===== src/rtl/beta_pc_ctl.sv =====
// Next-PC sequencing controller for the Beta fetch stage.
// Arbitrates redirects from decode, memory retry and the interrupt line,
// drives the fetch PC select / stall, squashes wrong-path instructions and
// halts the core on a supervisor-mode illegal instruction.
module beta_pc_ctl #(
    parameter int ANNUL_SLOTS = 1
) (
    input  logic        clk,
    input  logic        reset,
    input  logic        hz_stall,
    input  logic        mem_busy,
    input  logic        mem_retry,
    input  logic        op_illegal,
    input  logic        op_jmp,
    input  logic        op_br_taken,
    input  logic        supervisor,
    input  logic        irq,
    output logic [2:0]  pcsel,
    output logic        stall,
    output logic        annul,
    output logic        irq_ack,
    output logic        halted,
    output logic [15:0] trap_count
);

    typedef enum logic [1:0] {
        ST_RUN    = 2'd0,
        ST_ANNUL  = 2'd1,
        ST_REPLAY = 2'd2,
        ST_HALT   = 2'd3
    } state_t;

    localparam logic [2:0]  PC_NEXT   = 3'd0;
    localparam logic [2:0]  PC_BRANCH = 3'd1;
    localparam logic [2:0]  PC_JUMP   = 3'd2;
    localparam logic [2:0]  PC_ILLOP  = 3'd3;
    localparam logic [2:0]  PC_XADR   = 3'd4;
    localparam logic [2:0]  PC_MWAIT  = 3'd5;
    localparam logic [1:0]  SLOTS     = 2'(ANNUL_SLOTS);
    localparam logic [15:0] TRAP_MAX  = 16'hFFFF;

    state_t      state_reg, state_next;
    logic [1:0]  cnt_reg, cnt_next;
    logic        irq_pending_reg, irq_pending_next;
    logic [15:0] trap_count_reg, trap_count_next;
    logic        trap_take;

    // State, annul counter, irq latch and trap counter registers.
    always_ff @(posedge clk) begin
        if (reset) begin
            state_reg       <= ST_RUN;
            cnt_reg         <= 2'd0;
            irq_pending_reg <= 1'b0;
            trap_count_reg  <= 16'd0;
        end else begin
            state_reg       <= state_next;
            cnt_reg         <= cnt_next;
            irq_pending_reg <= irq_pending_next;
            trap_count_reg  <= trap_count_next;
        end
    end

    // Next-state and output decode from the registered state plus live inputs.
    always_comb begin
        state_next = state_reg;
        cnt_next   = cnt_reg;
        pcsel      = PC_NEXT;
        stall      = 1'b0;
        annul      = 1'b0;
        irq_ack    = 1'b0;
        halted     = 1'b0;
        trap_take  = 1'b0;

        case (state_reg)
            ST_RUN: begin
                stall = hz_stall | mem_busy;
                if (!stall) begin
                    if (op_illegal && supervisor) begin
                        // Fault while already in kernel mode: no handler to go to.
                        state_next = ST_HALT;
                    end else if (op_illegal) begin
                        pcsel      = PC_ILLOP;
                        trap_take  = 1'b1;
                        state_next = ST_ANNUL;
                        cnt_next   = SLOTS;
                    end else if (irq_pending_reg && !supervisor) begin
                        pcsel      = PC_XADR;
                        irq_ack    = 1'b1;
                        trap_take  = 1'b1;
                        state_next = ST_ANNUL;
                        cnt_next   = SLOTS;
                    end else if (op_jmp) begin
                        pcsel      = PC_JUMP;
                        state_next = ST_ANNUL;
                        cnt_next   = SLOTS;
                    end else if (op_br_taken) begin
                        pcsel      = PC_BRANCH;
                        state_next = ST_ANNUL;
                        cnt_next   = SLOTS;
                    end
                end
            end
            ST_ANNUL: begin
                stall = hz_stall | mem_busy;
                annul = 1'b1;
                // Decode is on the wrong path here, so op_* are not looked at.
                if (!stall) begin
                    cnt_next = (cnt_reg == 2'd0) ? 2'd0 : cnt_reg - 2'd1;
                    if (cnt_reg <= 2'd1) begin
                        state_next = ST_RUN;
                    end
                end
            end
            ST_REPLAY: begin
                pcsel      = PC_MWAIT;
                annul      = 1'b1;
                state_next = ST_ANNUL;
                cnt_next   = SLOTS;
            end
            ST_HALT: begin
                stall  = 1'b1;
                halted = 1'b1;
            end
            default: begin
                state_next = ST_RUN;
            end
        endcase

        // A memory retry pre-empts any redirect or stall decision this cycle.
        if (mem_retry && (state_reg != ST_HALT)) begin
            state_next = ST_REPLAY;
            cnt_next   = 2'd0;
            pcsel      = PC_NEXT;
            irq_ack    = 1'b0;
            trap_take  = 1'b0;
        end
    end

    // Interrupt latch and saturating trap counter updates.
    always_comb begin
        irq_pending_next = irq_ack ? 1'b0 : (irq_pending_reg | irq);
        trap_count_next  = trap_count_reg;
        if (trap_take && (trap_count_reg != TRAP_MAX)) begin
            trap_count_next = trap_count_reg + 16'd1;
        end
    end

    assign trap_count = trap_count_reg;

endmodule


===== config.mk =====
export PLATFORM = sky130hd
export DESIGN_NAME = beta_pc_ctl
export DESIGN_NICKNAME = d
export VERILOG_FILES = /design/src/rtl/beta_pc_ctl.sv
export SDC_FILE = /design/constraint.sdc
export NUM_CORES = 1
export LEC_CHECK = 0
export ABC_CLOCK_PERIOD_IN_PS = 2500
export BUFFER_PORTS_ARGS = -buffer_cell sky130_fd_sc_hd__buf_2
export CAP_MARGIN = 15
export CORE_MARGIN = 5
export CORE_UTILIZATION = 54
export CTS_BUF_LIST = sky130_fd_sc_hd__clkbuf_4 sky130_fd_sc_hd__clkbuf_8
export DETAILED_ROUTE_END_ITERATION = 6
export GPL_TIMING_DRIVEN = 0
export PLACE_DENSITY = 0.81
export SETUP_SLACK_MARGIN = 0.15
export SLEW_MARGIN = 20
export SYNTH_ARGS = -nofsm -noshare
export SYNTH_HDL_FRONTEND = slang
export SYNTH_SLANG_ARGS = --single-unit

===== constraint.sdc =====
create_clock -name clk -period 2.5 [get_ports clk]
set_input_delay 0.5 -clock clk [delete_from_list [all_inputs] [get_ports clk]]
set_output_delay 0.5 -clock clk [all_outputs]
set_load 0.02 [all_outputs]

==> flow_metrics.env, run 1 <==
export IMPL_ys_types=41
export IMPL_syn_instance_count=144
export IMPL_worstMarginPinSlew_ns=0.452
export IMPL_swShare_pct=30.8
export IMPL_min_period_over_period_pct=90.3
export IMPL_grt_antenna_before_repair=0
export IMPL_ff_latch_area_um2=423
export IMPL_antenna_left=0
export IMPL_clockPowerShare_pct=25.1
export IMPL_synth_main_ff_cell="dfxtp_1"
export IMPL_pwr_share_comb_pct=21.3
export IMPL_ys_seq_area_share_pct=33.5
export IMPL_setup_viol=0
export IMPL_ios=33
export IMPL_worst_endpoint_arrival_ns=1.76
export IMPL_ys_seq_elements=21
export IMPL_core_area_um2=2210
export IMPL_dp_slack_ns=0.444
export IMPL_port_buffers=32
export IMPL_fmax_ghz=0.443
export IMPL_r2r_worst_path_cells=7
export IMPL_dr_total_vias=1199
export IMPL_max_vdd_ir_drop_uv=414
export IMPL_syn_avg_cell_area_um2=8.71
export IMPL_critPathKind="flip-flop to output port"
export IMPL_route_detailed_drc=0
export IMPL_finalWorstPathRequiredPeriod_ns=2.26
export IMPL_maxSlewHeadroom_pct=69.9
export IMPL_largest_reg_flops=16
export IMPL_p_switching_mw=0.203
export IMPL_dieHeight_um=58.2
export IMPL_cts_buffer_depth=2
export IMPL_cts_tree="yes"
export IMPL_maxCapViolCount=0
export IMPL_start_util_pct=56.7
export IMPL_hold_viol_final=0
export IMPL_post_dp_hpwl_um=2250
export IMPL_setup_slack_ns=0.242
export IMPL_r2r_end="trap_count[11]$_SDFFE_PP0P_"
export IMPL_grt_max_degree=13
export IMPL_dieArea_um2=3390
export IMPL_drt_iter0_drc=28
export IMPL_drt_first_pass_iters=4
export IMPL_num_nets_final=198
export IMPL_r2r_slack_ns=0.52
export IMPL_syn_area_um2=1250
export IMPL_p_leak_nw=0.603
export IMPL_cts_root_buf="clkbuf_4"
export IMPL_grt_pass1_vias=1147
export IMPL_syn_nets=161
export IMPL_post_cts_buffers=0
export IMPL_p_int_mw=0.457
export IMPL_r2r_start="state_reg[1]$_SDFFE_PP0P_"
export IMPL_htreeDepth=1
export IMPL_place_congestion=0.817
export IMPL_yosysTopAreaCell="dfxtp_1"
export IMPL_synth_edff_count=0
export IMPL_min_to="irq_pending_reg$_SDFF_PP0_"
export IMPL_via_per_inst=5.76
export IMPL_skew_ns=0.00558
export IMPL_tns_ns=0
export IMPL_hp_class="input port to flip-flop"
export IMPL_cp_required_ns=2.00
export IMPL_grt_pass1_wl_um=4820
export IMPL_powerDensity_nw_per_um2=442
export IMPL_yosysWarnings=0
export IMPL_synthTopCellsByArea="dfxtp_1, xnor2_1, ha_1"
export IMPL_crit_path_end_kind="output port"
export IMPL_insertion_delay_ns=0.30
export IMPL_start_kind="flip-flop"
export IMPL_power_frac_seq_pct=53.6
export IMPL_multi_input_area_um2=813
export IMPL_globalRouteOverflowTotal=0
export IMPL_syn_to_final_growth_pct=19.2
export IMPL_drive_gt1_share_pct=28.3
export IMPL_hold_path_startpoint="irq"
export IMPL_cts_sink_count=21
export IMPL_drt_wirelength_per_cell_um=14.2
export IMPL_critPathMaxFanout=6
export IMPL_die_w_um=58.2
export IMPL_min_path_cells=3
export IMPL_wl_um=2950
export IMPL_num_rows=17
export IMPL_postCtsHoldBufs=0
export IMPL_rsz0062_at_grt="false"
export IMPL_n_antenna_cell=0
export IMPL_synth_top_area_share_pct=33.5
export IMPL_grtUsageTotal_pct=18.0
export IMPL_nFillCells=199
export IMPL_async_flop_share_pct=0
export IMPL_cts_buffers=3
export IMPL_slew_violations=0
export IMPL_path_clk_slew_ns=0.12
export IMPL_status="finished, final reports clean"
power groups by stage:
stage,combinational (mW),clock (mW),sequential [mW]
6_report,0.141,0.166,0.354
5_1_grt,0.157,0.193,0.356
4_1_cts,0.137,0.170,0.353
3_5_place_dp,0.135,0,0.360
3_3_place_gp,0.131,0,0.360
2_1_floorplan,0.0983,0,0.358
how the worst max path moves through the flow:
stage / from / endpoint / slack [ns] / depth (start not counted)
3_3_place_gp: state_reg[1]$_SDFFE_PP0P_ / trap_count[11]$_SDFFE_PP0P_ / 0.51 / 7
2_1_floorplan: state_reg[0]$_SDFFE_PP0P_ / pcsel[0] / 0.32 / 4
6_report: state_reg[1]$_SDFFE_PP0P_ / pcsel[0] / 0.24 / 5
3_5_place_dp: state_reg[1]$_SDFFE_PP0P_ / trap_count[11]$_SDFFE_PP0P_ / 0.44 / 7
4_1_cts: state_reg[0]$_SDFFE_PP0P_ / pcsel[0] / 0.15 / 5
5_1_grt: state_reg[0]$_SDFFE_PP0P_ / pcsel[0] / 0.1 / 5
worst max-delay path: stages (launching register included):
cell and delay, ns:
dfxtp_2 0.40, ha_1 0.19, nand2b_2 0.20, nand3_1 0.20, o31ai_2 0.26, buf_2 0.20
final cells by class:
cell class | count | area share [%]
buffer | 4 | 1.34
clock buffer | 3 | 1.51
clock inverter | 1 | 0.335
inverter | 4 | 1.01
multi-input combinational | 115 | 54.4
sequential | 21 | 28.3
tap | 28 | 2.35
timing repair buffer | 32 | 10.7
per-layer routing:
layer / global-route usage [%] / up-vias / routed length [um]
met1: 20.6 / 575 / 1250
met4: 7.95 / 0 / 36
li1: - / 590 / -
met3: 3.34 / 4 / 107
met2: 32.3 / 30 / 1560
met5: 0 / - / 0
per-stage QoR:
stage	utilization (%)	instance area, um^2	power [mW]	hold slack, ns	cells
final	67.5	1490	0.660	0.447	208
after global routing	67.5	1490	0.705	0.448	208
after CTS	66.7	1480	0.659	0.445	208
after detailed placement	65.5	1450	0.496	0.492	204
after global placement	65.5	1450	0.490	0.450	204
after floorplan	-	1250	0.457	0.439	144
repair_timing:
item / in CTS / in global routing
resized for setup: 0 / 6
endpoints found under the hold margin: 0 / 0
endpoints found under the setup margin: 0 / 4
placed cells by master, fill, tap and decap left out, types with 2 or more instances in the layout:
cell type	n
nor2_1	21
nor3_1	12
nand2b_1	2
a21oi_1	6
buf_2	33
nor4_4	2
nand2_1	6
nand3_1	7
xnor2_1	13
nor4_1	2
clkbuf_1	2
ha_1	6
dfxtp_2	2
clkbuf_4	3
dfxtp_1	19
nand4_1	5
inv_1	4
nor2b_1	3
and4_1	3
cells by family after synthesis:
logic type                 after synthesis  share of synthesized area, %
and+or+nand+nor                         75                          35.4
DFF                                     21                          33.5
AOI/OAI and AO/OA                       18                          10.5
xor gates and xnor gates                13                          9.08
buffers and inverters                    8                          2.79
adders and majority gates                7                          6.99
muxes                                    2                          1.70
cells in the mapped netlist (all sizes together) (2+ instances only):
cell      n
nor2     22
ha        7
nand2     6
xnor2    13
nor3b     2
o31ai     2
nor3     13
a2111oi   2
nand3     7
a311oi    2
nand2b    3
nand4     7
dfxtp    21
a21oi     6
buf       2
and4      3
clkbuf    2
o21ai     2
inv       4
nor4      4
nor2b     3
No activity file was read; power rests on OpenSTA's default activity.
==> run 2, diff against run 1 <==
CORE_ASPECT_RATIO = 0.9   (was unset)
==> run 2 against run 1 <==
Non-clock buffer count is the same. Worst setup slack better by 0.011 ns. Cell count is 0.48% lower. Highest routed layer unchanged. Critical path depth did not move. Worst hold slack got worse by 0.018 ns. Register-to-register slack improved by 0.02 ns. Die area is essentially flat. Final area fell by 0.42%. Global-route usage fell by 0.74 points.
==> flow_metrics.env, run 2 (synthesis gave the netlist of run 1 again) <==
export IMPL_status="finished, final reports clean"
export IMPL_cts_tree="yes"
export IMPL_worst_endpoint_arrival_ns=1.75
export IMPL_fmax_ghz=0.445
export IMPL_cts_buffers=3
export IMPL_globalRouteOverflowTotal=0
export IMPL_critPathKind="flip-flop to output port"
export IMPL_core_area_um2=2200
export IMPL_worstMarginPinSlew_ns=0.445
export IMPL_maxSlewHeadroom_pct=70.3
export IMPL_grt_pass1_vias=1089
export IMPL_place_inst=203
export IMPL_drt_iter0_drc=49
export IMPL_slew_violations=0
export IMPL_start_kind="flip-flop"
export IMPL_min_period_over_period_pct=89.9
export IMPL_route_detailed_drc=0
export IMPL_grt_max_degree=13
export IMPL_n_antenna_cell=0
export IMPL_tns_ns=0
export IMPL_cts_sink_count=21
export IMPL_num_nets_final=198
export IMPL_hp_class="input port to flip-flop"
export IMPL_drt_wirelength_per_cell_um=13.9
export IMPL_hold_viol_final=0
export IMPL_mostFrequentLayoutCells="buf_2, nor2_1, dfxtp_1, xnor2_1, nor3_1"
export IMPL_critPathMaxFanout=6
export IMPL_antenna_left=0
export IMPL_max_vdd_ir_drop_uv=329
export IMPL_place_congestion=0.806
export IMPL_powerDensity_nw_per_um2=444
export IMPL_crit_path_end_kind="output port"
export IMPL_ios=33
export IMPL_maxCapViolCount=0
export IMPL_post_dp_hpwl_um=2190
export IMPL_via_per_inst=5.80
export IMPL_num_rows=16
export IMPL_port_buffers=32
export IMPL_largest_reg_flops=16
export IMPL_syn_to_final_growth_pct=18.7
export IMPL_dieHeight_um=55.7
export IMPL_dieArea_um2=3390
export IMPL_dr_total_vias=1200
export IMPL_rsz0062_at_grt="false"
export IMPL_fin_cells=207
export IMPL_finalWorstPathRequiredPeriod_ns=2.25
export IMPL_drt_first_pass_iters=4
export IMPL_cts_root_buf="clkbuf_4"
export IMPL_skew_ns=0.00789
export IMPL_drive_gt1_share_pct=27.8
export IMPL_start_util_pct=56.9
export IMPL_insertion_delay_ns=0.31
export IMPL_htreeDepth=1
export IMPL_path_clk_slew_ns=0.12
export IMPL_grtUsageTotal_pct=17.3
export IMPL_grt_antenna_before_repair=0
export IMPL_die_w_um=60.8
export IMPL_wl_um=2870
export IMPL_final_common_cell="buf_2"
export IMPL_grt_pass1_wl_um=4690
export IMPL_cp_required_ns=2.00
export IMPL_setup_viol=0
export IMPL_p_leak_nw=0.601
export IMPL_cts_buffer_depth=2
## run 2: final cells by class
class                   count  area (um^2)
multi-input cells         115          808
inverters                   4         15.0
fillers                   193          714
plain buffers               4         20.0
clock inverters             1         5.00
flip-flops and latches     21          423
clock buffers               3         22.5
well taps                  27         33.8
repair buffers             32          160
## run 2: critical path, stage by stage, from the launching register on
cell and delay (ns):
dfxtp_2 0.41, ha_1 0.19, nand2b_2 0.19, nand3_1 0.18
o31ai_1 0.27, buf_2 0.21
## run 2: where the power goes
| part | total (mW) | leakage [nW] | switching (mW) | internal (mW) |
|---|---|---|---|---|
| registers | 0.354 | 0.171 | 0.0104 | 0.344 |
| clock network | 0.167 | 0.0177 | 0.107 | 0.0598 |
| logic | 0.140 | 0.413 | 0.0868 | 0.0530 |
| total | 0.661 | 0.601 | 0.204 | 0.456 |
## run 2: what timing repair did
action / in CTS / in global routing
endpoints found under the setup margin: 3 / 3
hold endpoints to repair: 0 / 0
resized for setup: 2 / 3
setup buffers: 0 / 0
hold buffers: 0 / 0
## run 2: stage by stage
stage / util [%] / hold slack [ns] / setup WS [ns] / total power, mW / instance area, um^2
CTS: 67.1 / 0.429 / 0.207 / 0.660 / 1480
floorplan: - / 0.439 / 0.322 / 0.457 / 1250
detailed placement: 65.7 / 0.479 / 0.458 / 0.497 / 1450
global placement: 65.7 / 0.450 / 0.505 / 0.491 / 1450
finish: 67.6 / 0.429 / 0.254 / 0.661 / 1490
global route: 67.6 / 0.440 / 0.146 / 0.687 / 1490
## run 2: path summary, 6_finish.rpt
kind         cells after the start                      start                     endpoint  slack, ns
max                              5  state_reg[0]$_SDFFE_PP0P_                     pcsel[2]       0.25
min reg2reg                      2    cnt_reg[1]$_SDFFE_PP0P_      cnt_reg[1]$_SDFFE_PP0P_       0.50
max reg2reg                      7  state_reg[1]$_SDFFE_PP0P_  trap_count[11]$_SDFFE_PP0P_       0.54
min                              3                        irq   irq_pending_reg$_SDFF_PP0_       0.43
## run 2: per-layer routing
metal	up-vias	wire, um	track usage (%)
met1	579	1290	23.5
met4	0	10	3.72
met5	-	0	0
met2	30	1420	27.3
met3	2	146	4.18
li1	589	-	-
